==> src/rtl/wfg_drive_spi_arb_if.sv <==
// Bundle of the requester-side, driver-side and status signals of wfg_drive_spi_arb.
// slave = the arbiter's view, master = the surrounding logic's view.
interface wfg_drive_spi_arb_if #(
    parameter int NUM_REQ         = 4,
    parameter int AXIS_DATA_WIDTH = 32
);
    localparam int ID_W = (NUM_REQ > 1) ? $clog2(NUM_REQ) : 1;

    logic                               ctrl_en_q_i;
    logic [NUM_REQ-1:0]                 cfg_mask_q_i;
    logic [NUM_REQ-1:0]                 s_axis_tvalid_i;
    logic [NUM_REQ-1:0]                 s_axis_tlast_i;
    logic [NUM_REQ*AXIS_DATA_WIDTH-1:0] s_axis_tdata_i;
    logic [NUM_REQ-1:0]                 s_axis_tready_o;
    logic                               m_axis_tvalid_o;
    logic                               m_axis_tlast_o;
    logic [AXIS_DATA_WIDTH-1:0]         m_axis_tdata_o;
    logic                               m_axis_tready_i;
    logic [ID_W-1:0]                    gnt_id_o;
    logic [NUM_REQ-1:0]                 spi_sel_o;
    logic                               busy_o;

    modport slave (
        input  ctrl_en_q_i, cfg_mask_q_i,
        input  s_axis_tvalid_i, s_axis_tlast_i, s_axis_tdata_i,
        output s_axis_tready_o,
        output m_axis_tvalid_o, m_axis_tlast_o, m_axis_tdata_o,
        input  m_axis_tready_i,
        output gnt_id_o, spi_sel_o, busy_o
    );

    modport master (
        output ctrl_en_q_i, cfg_mask_q_i,
        output s_axis_tvalid_i, s_axis_tlast_i, s_axis_tdata_i,
        input  s_axis_tready_o,
        input  m_axis_tvalid_o, m_axis_tlast_o, m_axis_tdata_o,
        output m_axis_tready_i,
        input  gnt_id_o, spi_sel_o, busy_o
    );
endinterface

==> src/rtl/wfg_drive_spi_arb.sv <==
// Round-robin arbiter sharing one wfg_drive_spi between NUM_REQ AXI-stream requesters.
// Define WFG_DRIVE_SPI_ARB_PKT_LOCK_EN to hold a grant until the word carrying tlast.
module wfg_drive_spi_arb #(
    parameter int NUM_REQ         = 4,
    parameter int AXIS_DATA_WIDTH = 32
) (
    input  logic                clk,
    input  logic                rst_n,
    wfg_drive_spi_arb_if.slave  bus
);
    localparam int ID_W = (NUM_REQ > 1) ? $clog2(NUM_REQ) : 1;

    typedef enum logic [1:0] {
        ST_IDLE  = 2'd0,
        ST_ARB   = 2'd1,
        ST_GRANT = 2'd2
    } state_e;

    state_e             state_q;
    logic [ID_W-1:0]    ptr_q;
    logic [ID_W-1:0]    gnt_q;
    logic [NUM_REQ-1:0] sel_q;
    logic               busy_q;

    logic [NUM_REQ-1:0] req;
    logic               win_found;
    logic [ID_W-1:0]    win_idx;
    logic [ID_W-1:0]    ptr_d;
    logic               hs;
    logic               release_gnt;

    assign req = bus.s_axis_tvalid_i & bus.cfg_mask_q_i & {NUM_REQ{bus.ctrl_en_q_i}};

    // First requesting index at or above the pointer, wrapping past NUM_REQ-1.
    always_comb begin
        int unsigned idx;
        // NOTE: every combinationally driven variable gets a default first so no path infers a latch.
        win_found = 1'b0;
        win_idx   = '0;
        idx       = 0;
        for (int unsigned i = 0; i < NUM_REQ; i++) begin
            idx = (int'(ptr_q) + i) % NUM_REQ;
            if (!win_found && req[idx]) begin
                win_found = 1'b1;
                win_idx   = ID_W'(idx);
            end
        end
    end

    assign ptr_d = (gnt_q == ID_W'(NUM_REQ - 1)) ? '0 : gnt_q + 1'b1;
    assign hs    = bus.s_axis_tvalid_i[gnt_q] & bus.m_axis_tready_i;

`ifdef WFG_DRIVE_SPI_ARB_PKT_LOCK_EN
    assign release_gnt = hs & bus.s_axis_tlast_i[gnt_q];
`else
    assign release_gnt = hs;
`endif

    always_ff @(posedge clk or negedge rst_n) begin
        if (!rst_n) begin
            state_q <= ST_IDLE;
            ptr_q   <= '0;
            gnt_q   <= '0;
            sel_q   <= '0;
            busy_q  <= 1'b0;
        end else begin
            // NOTE: non-blocking assignments keep every register update based on pre-edge values.
            case (state_q)
                ST_IDLE: begin
                    if (|req) begin
                        state_q <= ST_ARB;
                        busy_q  <= 1'b1;
                    end
                end
                ST_ARB: begin
                    if (win_found) begin
                        gnt_q   <= win_idx;
                        sel_q   <= {{(NUM_REQ-1){1'b0}}, 1'b1} << win_idx;
                        state_q <= ST_GRANT;
                    end else begin
                        state_q <= ST_IDLE;
                        busy_q  <= 1'b0;
                    end
                end
                ST_GRANT: begin
                    // The grant is never revoked; only a completed transfer ends it.
                    if (release_gnt) begin
                        ptr_q   <= ptr_d;
                        state_q <= ST_IDLE;
                        busy_q  <= 1'b0;
                    end
                end
                default: begin
                    state_q <= ST_IDLE;
                    busy_q  <= 1'b0;
                end
            endcase
        end
    end

    always_comb begin
        bus.m_axis_tvalid_o = 1'b0;
        bus.m_axis_tlast_o  = 1'b0;
        bus.m_axis_tdata_o  = '0;
        bus.s_axis_tready_o = '0;
        if (state_q == ST_GRANT) begin
            bus.m_axis_tvalid_o        = bus.s_axis_tvalid_i[gnt_q];
            bus.m_axis_tlast_o         = bus.s_axis_tlast_i[gnt_q];
            bus.m_axis_tdata_o         = bus.s_axis_tdata_i[int'(gnt_q)*AXIS_DATA_WIDTH +: AXIS_DATA_WIDTH];
            bus.s_axis_tready_o[gnt_q] = bus.m_axis_tready_i;
        end
    end

    assign bus.gnt_id_o  = gnt_q;
    assign bus.spi_sel_o = sel_q;
    assign bus.busy_o    = busy_q;

endmodule

==> src/flat_wrapper.sv <==
// flat-port wrapper written by rule: the top's interface ports become plain ports
module wfg_drive_spi_arb_flat 
#(
    parameter int NUM_REQ         = 4,
    parameter int AXIS_DATA_WIDTH = 32
)
  (clk, rst_n, bus_ctrl_en_q_i, bus_cfg_mask_q_i, bus_s_axis_tvalid_i, bus_s_axis_tlast_i, bus_s_axis_tdata_i, bus_s_axis_tready_o, bus_m_axis_tvalid_o, bus_m_axis_tlast_o, bus_m_axis_tdata_o, bus_m_axis_tready_i, bus_gnt_id_o, bus_spi_sel_o, bus_busy_o);
  wfg_drive_spi_arb_if #(.NUM_REQ(NUM_REQ), .AXIS_DATA_WIDTH(AXIS_DATA_WIDTH)) bus_i ();
  input  logic clk;
  input  logic rst_n;
  input wire logic [$bits(bus_i.ctrl_en_q_i)-1:0] bus_ctrl_en_q_i;
  input wire logic [$bits(bus_i.cfg_mask_q_i)-1:0] bus_cfg_mask_q_i;
  input wire logic [$bits(bus_i.s_axis_tvalid_i)-1:0] bus_s_axis_tvalid_i;
  input wire logic [$bits(bus_i.s_axis_tlast_i)-1:0] bus_s_axis_tlast_i;
  input wire logic [$bits(bus_i.s_axis_tdata_i)-1:0] bus_s_axis_tdata_i;
  output wire logic [$bits(bus_i.s_axis_tready_o)-1:0] bus_s_axis_tready_o;
  output wire logic [$bits(bus_i.m_axis_tvalid_o)-1:0] bus_m_axis_tvalid_o;
  output wire logic [$bits(bus_i.m_axis_tlast_o)-1:0] bus_m_axis_tlast_o;
  output wire logic [$bits(bus_i.m_axis_tdata_o)-1:0] bus_m_axis_tdata_o;
  input wire logic [$bits(bus_i.m_axis_tready_i)-1:0] bus_m_axis_tready_i;
  output wire logic [$bits(bus_i.gnt_id_o)-1:0] bus_gnt_id_o;
  output wire logic [$bits(bus_i.spi_sel_o)-1:0] bus_spi_sel_o;
  output wire logic [$bits(bus_i.busy_o)-1:0] bus_busy_o;
  assign bus_i.ctrl_en_q_i = bus_ctrl_en_q_i;
  assign bus_i.cfg_mask_q_i = bus_cfg_mask_q_i;
  assign bus_i.s_axis_tvalid_i = bus_s_axis_tvalid_i;
  assign bus_i.s_axis_tlast_i = bus_s_axis_tlast_i;
  assign bus_i.s_axis_tdata_i = bus_s_axis_tdata_i;
  assign bus_s_axis_tready_o = bus_i.s_axis_tready_o;
  assign bus_m_axis_tvalid_o = bus_i.m_axis_tvalid_o;
  assign bus_m_axis_tlast_o = bus_i.m_axis_tlast_o;
  assign bus_m_axis_tdata_o = bus_i.m_axis_tdata_o;
  assign bus_i.m_axis_tready_i = bus_m_axis_tready_i;
  assign bus_gnt_id_o = bus_i.gnt_id_o;
  assign bus_spi_sel_o = bus_i.spi_sel_o;
  assign bus_busy_o = bus_i.busy_o;
  wfg_drive_spi_arb #(.NUM_REQ(NUM_REQ), .AXIS_DATA_WIDTH(AXIS_DATA_WIDTH)) u_core (.clk(clk), .rst_n(rst_n), .bus(bus_i));
endmodule
==> config.mk <==
export PLATFORM = sky130hd
export DESIGN_NAME = wfg_drive_spi_arb_flat
export DESIGN_NICKNAME = d
export VERILOG_FILES = /design/src/rtl/wfg_drive_spi_arb_if.sv /design/src/rtl/wfg_drive_spi_arb.sv /design/src/flat_wrapper.sv
export SDC_FILE = /design/constraint.sdc
export NUM_CORES = 1
export LEC_CHECK = 0
export CORE_MARGIN = 4
export CORE_UTILIZATION = 26
export DETAILED_ROUTE_END_ITERATION = 10
export PLACE_DENSITY_LB_ADDON = 0.08
export RECOVER_POWER = 100
export SYNTH_ARGS = -nofsm -noshare
export SYNTH_HDL_FRONTEND = slang
export SYNTH_SLANG_ARGS = --single-unit
==> constraint.sdc <==
create_clock -name clk -period 1.59 [get_ports clk]
set_clock_uncertainty 0.05 [all_clocks]
set_input_delay 0.159 -clock clk [delete_from_list [all_inputs] [get_ports clk]]
set_output_delay 0.159 -clock clk [all_outputs]
set_load 0.02 [all_outputs]
Word level (Yosys, flattened, before mapping)

Index checks and enable logic that the tools add are counted.

$add $sub $neg: 4
$lt $le $gt $ge: 6
Eq/ne operators: 6
Shift-type cells: 2
Mux-type cells: 35
Bitwise logic cells: 4
Reductions and logical operators: 13

Operators by type and width:

| kind                                                              | number |
|---|---|
| indexed part select 128 x 8 -> 32 bit                             | 1 |
| 2-to-1 mux 32 bit                                                 | 1 |
| 2-to-1 mux 1 bit                                                  | 16 |
| 2-to-1 mux 2 bit                                                  | 8 |
| < comparator 2 x 3 -> 1 bit, second input constant                | 5 |
| bitwise AND 4 bit                                                 | 3 |
| binary-select mux 1 bit (select 2 bit)                            | 6 |
| case mux 2 bit (3 select lines)                                   | 1 |
| AND reduction 2 bit                                               | 3 |
| adder 2 x 1 -> 2 bit, second input constant                       | 2 |
| adder 2 bit, second input constant                                | 2 |
| == test 2 bit, second input constant                              | 2 |
| logical AND 1 bit                                                 | 4 |
| 2-to-1 mux 4 bit                                                  | 1 |
| != test 2 x 1 -> 1 bit, second input constant                     | 2 |
| OR reduction 4 bit                                                | 1 |
| << shifter 1 x 2 -> 4 bit, first input constant                   | 1 |
| logical NOT 1 bit                                                 | 3 |
| case mux 1 bit (3 select lines)                                   | 1 |
| AND reduction 3 bit                                               | 1 |
| demux 1 bit (select 2 bit)                                        | 1 |
| == test 2 x 1 -> 1 bit, second input constant                     | 1 |
| greater-or-equal comparator 2 x 1 -> 1 bit, second input constant | 1 |
| logical NOT 2 bit                                                 | 1 |
| 2 further kinds                                                   | 2 |

Register bits after elaboration: 11
Input bits: 144
Output and inout port bits: 45
Word-level logic and storage cells: 75

Logic depth before layout (Yosys ltp)

Gate-level depths: netlist of the first run.

Word-level depth: 16
Gate-level depth with buffers: 6
Depth with buffers taken out: 5

Worst setup path before layout of the first run

OpenSTA, ideal clock, no wires.

Kind: reg2out
Start point: register u_core.gnt_q[0] (netlist: u_core.bus.gnt_id_o[0])
End point: output port bus_m_axis_tdata_o[14]
Arrival: 1.724 ns
Required time: 1.381 ns
Path slack: -0.343 ns
Cell stages (with the launch flop): 5
Buffers on the path: 2
Cell sequence: dfrtp_1 buf_8 buf_2 mux4_2 and2_1

Cells in the longest elaborated chain, start to end: 2

RTL lines:

| what                                  | line                     | text |
|---|---|---|
| from (decl)                           | wfg_drive_spi_arb.sv:21  | `logic [ID_W-1:0] gnt_q;` |
| from (signal assigned)                | wfg_drive_spi_arb.sv:77  | `gnt_q <= win_idx;` |
| indexed part select 128 x 8 -> 32 bit | wfg_drive_spi_arb.sv:109 | `bus.m_axis_tdata_o = bus.s_axis_tdata_i[int'(gnt_q)*AXIS_DATA_WIDTH +: AXIS_DATA_WIDTH];` |
| 2-to-1 mux 32 bit                     | wfg_drive_spi_arb.sv:106 | `if (state_q == ST_GRANT) begin` |
| to (decl)                             | flat_wrapper.sv:19       | `output wire logic [$bits(bus_i.m_axis_tdata_o)-1:0] bus_m_axis_tdata_o;` |

Every way passes these cells.

Final worst setup path of the first run

Start point: register u_core.gnt_q[0] (netlist: u_core.bus.gnt_id_o[0])
End point: output port bus_m_axis_tdata_o[10]

Same word-level chain as after synthesis.

==> results.json, run 1 <==
{
  "num_rows": 29,
  "reg2reg_depth": 6,
  "cp-startpoint": "u_core.bus.gnt_id_o[0]",
  "synthMuxAreaShare_pct": 44.7,
  "vias": 2209,
  "holdWs_ns": 0.281,
  "rsz0062_at_grt": "true",
  "power_density_nw_per_um2": 1060,
  "grtUsageTotal_pct": 20.3,
  "crit_buf_inv": 4,
  "first_global_vias": 2291,
  "nFillCells": 526,
  "core-area_um2": 6490,
  "combPwrFrac_pct": 83.2,
  "p_leak_nw": 1.86,
  "min_period_ns": 1.96,
  "overflow": 0,
  "ys_warn_count": 0,
  "clockPowerShare_pct": 6.1,
  "slowest_delay_ns": 0.43,
  "antenna_found_initial": 0,
  "clockRootBuffer": "clkbuf_8",
  "cp_max_fo": 5,
  "drcViolationCount": 0,
  "syn_area_um2": 1780,
  "layout_setup_ws_ns": -0.372,
  "switching_power_mw": 1.65,
  "ant_nets": 0,
  "chipWidth_um": 90.8,
  "drt_iter0_drc": 43,
  "grt_max_degree": 40,
  "p_int_mw": 3.00,
  "cts_tree": "yes",
  "maxCapViolCount": 0,
  "holdCritPathClass": "input pin to async pin",
  "n_antenna_cell": 0,
  "ys_ff_latch": 11,
  "swShare_pct": 35.5,
  "cts_sinks": 11,
  "syn_avg_cell_area_um2": 11.3,
  "relSlewSlack_pct": 65.9,
  "cp_common_cell": "buf_12",
  "ctsHoldBuffers": 0,
  "path_class": "flip-flop to output port",
  "worst_slew_pin_slew_ns": 0.510,
  "final_cells": 455,
  "die_h_um": 90.8,
  "syn_inst": 157,
  "io_buffers": 188,
  "worstPathArrival_ns": 1.75,
  "start_util_pct": 27.4,
  "hold_viol": 0,
  "cp_cell_sequence": "buf_12 -> buf_12 -> buf_16 -> mux4_2 -> and2_4 -> buf_6",
  "period_share_pct": 123,
  "layout-drive-gt1-share_pct": 46.8,
  "status": "complete, but fails checks",
  "gp_congestion": 0.753,
  "dp_hpwl_mm": 6.86,
  "synthArstFlopShare_pct": 100,
  "nNetsFinal": 527,
  "wl_mm": 8.97,
  "area_growth_pct": 146,
  "required_ns": 1.38,
  "cp.depth": 6,
  "dp.cells": 436,
  "synthXorXnorAreaFrac_pct": 0,
  "ios": 189,
  "routed_via_density": 4.85,
  "synth_fp_nets": 305,
  "cp-start-kind": "flip-flop",
  "violations": "negative setup slack",
  "r2r-start": "u_core.bus.gnt_id_o[0]",
  "synth_compound_area_share_pct": 8.29,
  "ff_latch_area_um2": 280,
  "critical_path.top_delay_family": "buffers and inverters",
  "clk_pin_slew_ns": 0.05,
  "ir_drop_uv": 991,
  "h-tree-depth": 1,
  "critPathCaptureType": "output port",
  "dieArea_um2": 8240,
  "synth-main-ff-cell": "dfrtp_1",
  "cts_buffers": 3,
  "slowest_stage": "dfrtp_2",
  "first_pass_iters": 4,
  "yosysSeqAreaShare_pct": 15.4,
  "synth_top_family_by_area": "multiplexers",
  "yosys.area_share.adder_pct": 3.37,
  "clk_latency_ns": 0.24,
  "synth_edf_count": 0,
  "max_freq_mhz": 510,
  "setup_viol": 42,
  "multi_input_area_um2": 1570,
  "synth_cell_type_count": 39,
  "wl_per_cell_um": 19.7,
  "yosys.area_share.simple_pct": 22.6,
  "clk_path_buf_depth": 2,
  "postLayoutCellArea_um2": 4380,
  "finalMaxSlewViolations": 0,
  "sequentialPowerShare_pct": 10.6,
  "place_area_um2": 3950,
  "grt_pass1_wl_mm": 13.3
}
[per-stage QoR]
step | worst slack [ns] | utilization [%] | power, mW | setup TNS (ns)
finish | -0.372 | 67.5 | 4.65 | -11.52
global route | -0.418 | 67.5 | 4.94 | -13.79
CTS | -0.380 | 64.1 | 4.35 | -12.15
detailed placement | -0.490 | 60.8 | 3.55 | -18.73
global placement | -0.486 | 60.8 | 3.52 | -18.24
floorplan | -0.123 | - | 2.39 | -2.96
[state kept, by name (all words and copies together) (netlist names)]
register and cells:
u_core.ptr_q 2, u_core.bus.spi_sel_o 4, u_core.bus.gnt_id_o 2, u_core.state_q 2
u_core.bus.busy_o 1
[cells in the mapped netlist, types with 2 or more instances]
master / n / area (um2)
and2_1: 35 / 219
mux4_2: 33 / 743
nand2_1: 13 / 48.8
dfrtp_1: 11 / 275
clkbuf_1: 5 / 18.8
and3_1: 4 / 25.0
ha_1: 4 / 50.1
inv_1: 4 / 15.0
a22o_2: 3 / 30.0
buf_2: 3 / 15.0
nor2_1: 3 / 11.3
o21ai_0: 3 / 15.0
o21ai_2: 3 / 26.3
a21bo_2: 2 / 20.0
a21oi_1: 2 / 10.0
nand3_1: 2 / 10.0
nand3b_1: 2 / 15.0
nor2b_1: 2 / 12.5
nor3_1: 2 / 10.0
o31ai_1: 2 / 15.0
[final cells by class]
cell class | instances | area share [%]
clock buffers | 4 | 1.03
inverters | 4 | 0.343
multi-input cells | 129 | 35.9
flip-flops and latches | 11 | 6.39
well taps | 77 | 2.20
repair buffers | 230 | 54.2
[worst paths after layout]
kind	to	slack, ns
setup / recovery	bus_m_axis_tdata_o[10]	-0.37
min in group clk	u_core.bus.spi_sel_o[1]	0.44
setup reg to reg	u_core.ptr_q[1]	-0.26
max in group asynchronous	u_core.ptr_q[1]	0.84
hold reg to reg	u_core.bus.spi_sel_o[1]	0.44
hold / removal	u_core.bus.spi_sel_o[1]	0.28
[timing repair]
item                       in CTS  in global routing
setup endpoints to repair      50                 48
gates cloned                    3                  2
setup buffers                   4                  7
pin swaps                      11                 26
resized for setup             235                 48
[per-layer routing]
metal	vias to the layer above	part of all wire [%]	track usage, %
met2	82	55	37.9
met3	6	6.5	5.00
li1	1050	-	-
met1	1071	38	23.9
met5	-	0	0
met4	0	0.78	2.64
[cell usage in the layout, fill, tap and decap left out, types with 3 or more instances in the layout]
cell and n:
and2_1 7, and2_4 28, and3_4 3, buf_12 7, buf_2 6, buf_4 29
buf_6 34, clkbuf_8 3, clkdlybuf4s50_1 134, dfrtp_1 7, dfrtp_2 4, dlygate4sd2_1 6
dlygate4sd3_1 5, dlymetal6s2s_1 4, ha_1 3, inv_1 3, mux4_2 34, nand2_1 11
[cell families (layout without fill, tap and decap cells)]
logic type,count (synthesis),after routing
AOI/OAI and AO/OA,19,19
adders and majority gates,5,5
buffers and inverters,17,238
DFF,11,11
muxes,36,36
and+or+nand+nor,69,69
[power by group through the flow]
stage / registers [mW] / logic [mW] / clock network [mW]
2_1_floorplan: 0.555 / 1.83 / 0
3_3_place_gp: 0.494 / 3.03 / 0
3_5_place_dp: 0.497 / 3.05 / 0
4_1_cts: 0.490 / 3.58 / 0.284
5_1_grt: 0.511 / 4.13 / 0.301
6_report: 0.495 / 3.87 / 0.284
(Power assumes the default switching activity.)
==> inputs of run 2 (changes only) <==
- CORE_UTILIZATION: 26 -> 28
- clock period: 1.59 -> 2.1 ns (I/O delays scaled with it)
==> run 2 against run 1 <==
Compared with the run above:
- the run now ends clean
- final cell count decreased by 5.3%
- combinational power fell by 43%
- via count decreased by 4.6%
- global-route usage fell by 0.16 points
- critical path type unchanged
- largest cell class unchanged
==> results.json, run 2 (synthesis results as in run 1) <==
{
  "h-tree-depth": 1,
  "power_density_nw_per_um2": 741,
  "io_buffers": 188,
  "grt_max_degree": 26,
  "first_global_vias": 2142,
  "p_leak_nw": 1.58,
  "gp_congestion": 0.802,
  "ctsHoldBuffers": 0,
  "status": "completed",
  "drcViolationCount": 0,
  "worstPathArrival_ns": 1.78,
  "num_rows": 28,
  "grtUsageTotal_pct": 20.1,
  "start_util_pct": 29.4,
  "final_common_cell": "clkdlybuf4s50_1",
  "slowest_delay_ns": 0.50,
  "critPathCaptureType": "output port",
  "clk_path_buf_depth": 2,
  "vias": 2108,
  "cts_tree": "yes",
  "cp_cell_sequence": "buf_12 -> mux4_2 -> and2_1 -> clkdlybuf4s15_2",
  "ir_drop_uv": 604,
  "nNetsFinal": 505,
  "layout-drive-gt1-share_pct": 27.5,
  "totalPowerFinal_mw": 2.81,
  "antenna_found_initial": 0,
  "worst_slew_pin_slew_ns": 0.494,
  "area_growth_pct": 113,
  "wl_per_cell_um": 19.3,
  "drt_iter0_drc": 43,
  "die_h_um": 87.8,
  "core-area_um2": 6060,
  "crit_buf_inv": 2,
  "required_ns": 1.84,
  "grt_pass1_wl_mm": 12.1,
  "routed_via_density": 4.89,
  "rsz0062_at_grt": "false",
  "chipWidth_um": 87.8,
  "setup_viol": 0,
  "clockRootBuffer": "clkbuf_8",
  "first_pass_iters": 4,
  "slowest_stage": "mux4_2",
  "place_area_um2": 3860,
  "nFillCells": 504,
  "clk_pin_slew_ns": 0.05,
  "min_period_ns": 2.04,
  "finalMaxSlewViolations": 0,
  "clk_latency_ns": 0.23,
  "holdCritPathClass": "input pin to async pin",
  "largest_reg_flops": 4,
  "wl_mm": 8.33,
  "overflow": 0,
  "cts_buffers": 3,
  "cp_max_fo": 15,
  "period_share_pct": 97.2,
  "max_freq_mhz": 490,
  "dieArea_um2": 7700,
  "critical_path.top_delay_family": "multiplexers",
  "relSlewSlack_pct": 67.0,
  "ant_nets": 0,
  "n_antenna_cell": 0,
  "path_class": "flip-flop to output port",
  "postLayoutCellArea_um2": 3790,
  "hold_viol": 0,
  "cp-start-kind": "flip-flop",
  "most-common-layout-cells": "clkdlybuf4s50_1 (141), mux4_2 (34), and2_1 (30)",
  "cts_sinks": 11,
  "ios": 189,
  "maxCapViolCount": 0,
  "dp_hpwl_mm": 6.92
}
run 2: changes by cell type in the layout (fill, tap and decap cells not counted), sizes merged:
cell	change
dlygate4sd2	-1
clkbuf	+25
dlymetal6s2s	-3
buf	-56
clkdlybuf4s15	+2
dlygate4sd3	+4
clkdlybuf4s50	+7
run 2: final timing paths:
path / slack (ns) / startpoint / cells after the start / end
worst max register to register: 0.27 / u_core.bus.gnt_id_o[0] / 5 / u_core.ptr_q[1]
min in group clk: 0.43 / u_core.state_q[1] / 1 / u_core.state_q[0]
worst max-delay path: 0.06 / u_core.bus.gnt_id_o[0] / 4 / bus_m_axis_tdata_o[23]
max in group asynchronous: 1.31 / rst_n / 1 / u_core.bus.gnt_id_o[0]
worst min register to register: 0.43 / u_core.state_q[1] / 1 / u_core.state_q[0]
worst min-delay path: 0.33 / rst_n / 1 / u_core.bus.spi_sel_o[3]
run 2: layout make-up:
class                           instances  area [um2]  share of cell area, %
Multi-Input combinational cell        129        1400                   36.9
Timing Repair Buffer                  208        1960                   51.7
Tap cell                               75        93.8                   2.48
Sequential cell                        11         277                   7.30
Inverter                                4        15.0                  0.396
Clock buffer                            4        45.0                   1.19
run 2: what timing repair did:
item                                    CTS  global route
gates cloned                              1             0
buffers inserted                          1             0
endpoints found under the setup margin   38            12
gates resized for setup                 116            12
endpoints found under the hold margin     0             0
run 2: per-stage QoR:
| stage | setup TNS (ns) | setup WS (ns) | util, % | hold slack, ns | instances |
|---|---|---|---|---|---|
| finish | 0 | 0.0583 | 62.5 | 0.330 | 431 |
| global route | 0 | 0.00212 | 62.5 | 0.383 | 431 |
| CTS | 0 | 0.00274 | 63.6 | 0.279 | 431 |
| detailed placement | -0.408 | -0.0573 | 63.7 | 0.418 | 425 |
| global placement | -0.216 | -0.0271 | 63.7 | 0.412 | 425 |
| floorplan | 0 | 0.116 | - | -0.136 | 157 |
run 2: metal layers:
layer,global-route usage [%],routed length [um],share of wire [%]
met5,0,0,0
met4,4.74,183,2.2
met3,3.01,543,6.5
met2,35.5,4280,51
met1,25.8,3320,40
run 2: report_power, final:
part / total [mW] / internal (mW) / switching, mW / leakage (nW)
sequential: 0.378 / 0.291 / 0.0875 / 0.139
clock: 0.206 / 0.133 / 0.0735 / 0.0228
combinational: 2.22 / 1.33 / 0.888 / 1.42
==> inputs of run 3 (changes only) <==
- CAP_MARGIN: default -> 20
- REMOVE_ABC_BUFFERS: default -> 1
==> run 3 against run 2 <==
Compared with the run above:
- global-route usage fell by 0.14 points
- final area rose by 1.1%
- register-to-register slack about the same
- first-iteration DRC count up 26%
==> results.json, run 3 (synthesis results as in run 1) <==
{
  "cts_tree": "yes",
  "wl_per_cell_um": 18.6,
  "n_antenna_cell": 0,
  "first_global_vias": 2160,
  "grt_max_degree": 25,
  "drt_iter0_drc": 54,
  "most-common-layout-cells": "clkdlybuf4s50_1 (142), and2_1 (35), mux4_2 (34)",
  "worst_slew_pin_slew_ns": 0.490,
  "busiest_layer": "met2",
  "slowest_stage": "mux4_2",
  "holdCritPathClass": "input pin to async pin",
  "min_period_ns": 2.03,
  "cp_max_fo": 13,
  "clockRootBuffer": "clkbuf_8",
  "antenna_found_initial": 0,
  "layout-drive-gt1-share_pct": 26.9,
  "p_leak_nw": 1.57,
  "final_common_cell": "clkdlybuf4s50_1",
  "crit_buf_inv": 2,
  "clk_latency_ns": 0.24,
  "final_cells": 435,
  "clk_pin_slew_ns": 0.05,
  "grtUsageTotal_pct": 20.0,
  "dieArea_um2": 7700,
  "core-area_um2": 6060,
  "finalMaxSlewViolations": 0,
  "cp_cell_sequence": "buf_12 -> mux4_2 -> and2_1 -> clkdlybuf4s15_1",
  "hold_viol": 0,
  "setup_viol": 0,
  "overflow": 0,
  "largest_reg_flops": 4,
  "holdWs_ns": 0.315,
  "maxCapViolCount": 0,
  "drcViolationCount": 0,
  "groute.layer.met1.usage_pct": 22.9,
  "switching_power_mw": 1.08,
  "dp.cells": 425,
  "rsz0062_at_grt": "false",
  "power_density_nw_per_um2": 759,
  "ir_drop_uv": 691,
  "first_pass_iters": 4,
  "period_share_pct": 96.7,
  "gp_congestion": 0.800,
  "clockPowerShare_pct": 7.5,
  "area_growth_pct": 115,
  "die_h_um": 87.8,
  "wl_mm": 8.08,
  "path_class": "flip-flop to output port",
  "h-tree-depth": 1,
  "slowest_delay_ns": 0.49,
  "max_freq_mhz": 492,
  "swShare_pct": 37.3,
  "p_int_mw": 1.82,
  "clk_path_buf_depth": 2,
  "relSlewSlack_pct": 67.2,
  "critPathCaptureType": "output port",
  "grt_use_met3_pct": 3.95,
  "dp_hpwl_mm": 6.57,
  "vias": 2145,
  "io_buffers": 188,
  "grtUsageMet2_pct": 37.4,
  "num_rows": 28,
  "chipWidth_um": 87.8,
  "combPwrFrac_pct": 79.6,
  "nNetsFinal": 509,
  "start_util_pct": 29.4,
  "routed_via_density": 4.93,
  "cp-start-kind": "flip-flop",
  "grt_pass1_wl_mm": 11.8,
  "worstPathArrival_ns": 1.77,
  "required_ns": 1.84,
  "cts_buffers": 3,
  "ant_nets": 0,
  "cts_sinks": 11,
  "critical_path.top_delay_family": "multiplexers",
  "status": "completed",
  "sequentialPowerShare_pct": 12.9,
  "ios": 189
}
-- run 3: area by class of cell --
class / count / area, um2
Clock buffer: 4 / 45.0
Tap cell: 75 / 93.8
Sequential cell: 11 / 277
Inverter: 4 / 15.0
Fill cell: 537 / 2230
Multi-Input combinational cell: 129 / 1390
Timing Repair Buffer: 212 / 2010
-- run 3: what timing repair did --
action | 4_1_cts | 5_1_grt
hold buffers | 0 | 0
setup buffers | 2 | 1
cloned | 3 | 0
gates resized for setup | 102 | 30
pin swaps | 0 | 0
setup endpoints to repair | 37 | 23
-- run 3: through the flow --
| step | total power [mW] | cell area [um2] | TNS (ns) | setup WS (ns) | utilization [%] |
|---|---|---|---|---|---|
| floorplan | 1.63 | 1700 | -27.85 | -0.912 | - |
| global placement | 2.55 | 3860 | -0.349 | -0.0321 | 63.7 |
| detailed placement | 2.58 | 3860 | -0.543 | -0.0517 | 63.7 |
| CTS | 3.01 | 3950 | -0.0442 | -0.0280 | 65.2 |
| global route | 3.12 | 3830 | 0 | 0.00266 | 63.2 |
| finish | 2.91 | 3830 | 0 | 0.0687 | 63.2 |
-- run 3: worst paths after layout --
path,from,to,slack (ns),cells after the start
setup / recovery,u_core.bus.gnt_id_o[0],bus_m_axis_tdata_o[26],0.07,4
hold / removal,rst_n,u_core.bus.spi_sel_o[0],0.31,1
setup reg to reg,u_core.bus.gnt_id_o[0],u_core.ptr_q[1],0.27,5
hold reg to reg,u_core.state_q[1],u_core.state_q[0],0.42,1
max in group asynchronous,rst_n,u_core.bus.gnt_id_o[0],1.32,1
min in group clk,u_core.state_q[1],u_core.state_q[0],0.42,1
-- run 3: layer usage --
metal  routed length (um)  up-vias
met5                    0        -
met4                  165        0
met3                  726       14
met2                 4290      101
met1                 2890     1018
li1                     -     1012
-- run 3: power groups by stage --
stage / combinational (mW) / sequential (mW) / clock [mW]
global route: 2.49 / 0.393 / 0.234
finish: 2.31 / 0.375 / 0.219
floorplan: 1.02 / 0.609 / 0
detailed placement: 2.21 / 0.375 / 0
CTS: 2.41 / 0.375 / 0.225
global placement: 2.18 / 0.372 / 0
-- run 3: worst reg2reg max path, cell delays in order, from the launching register on --
cell	delay, ns
dfrtp_2	0.42
buf_12	0.17
mux4_2	0.53
clkbuf_1	0.13
nand3_2	0.09
mux2_2	0.33
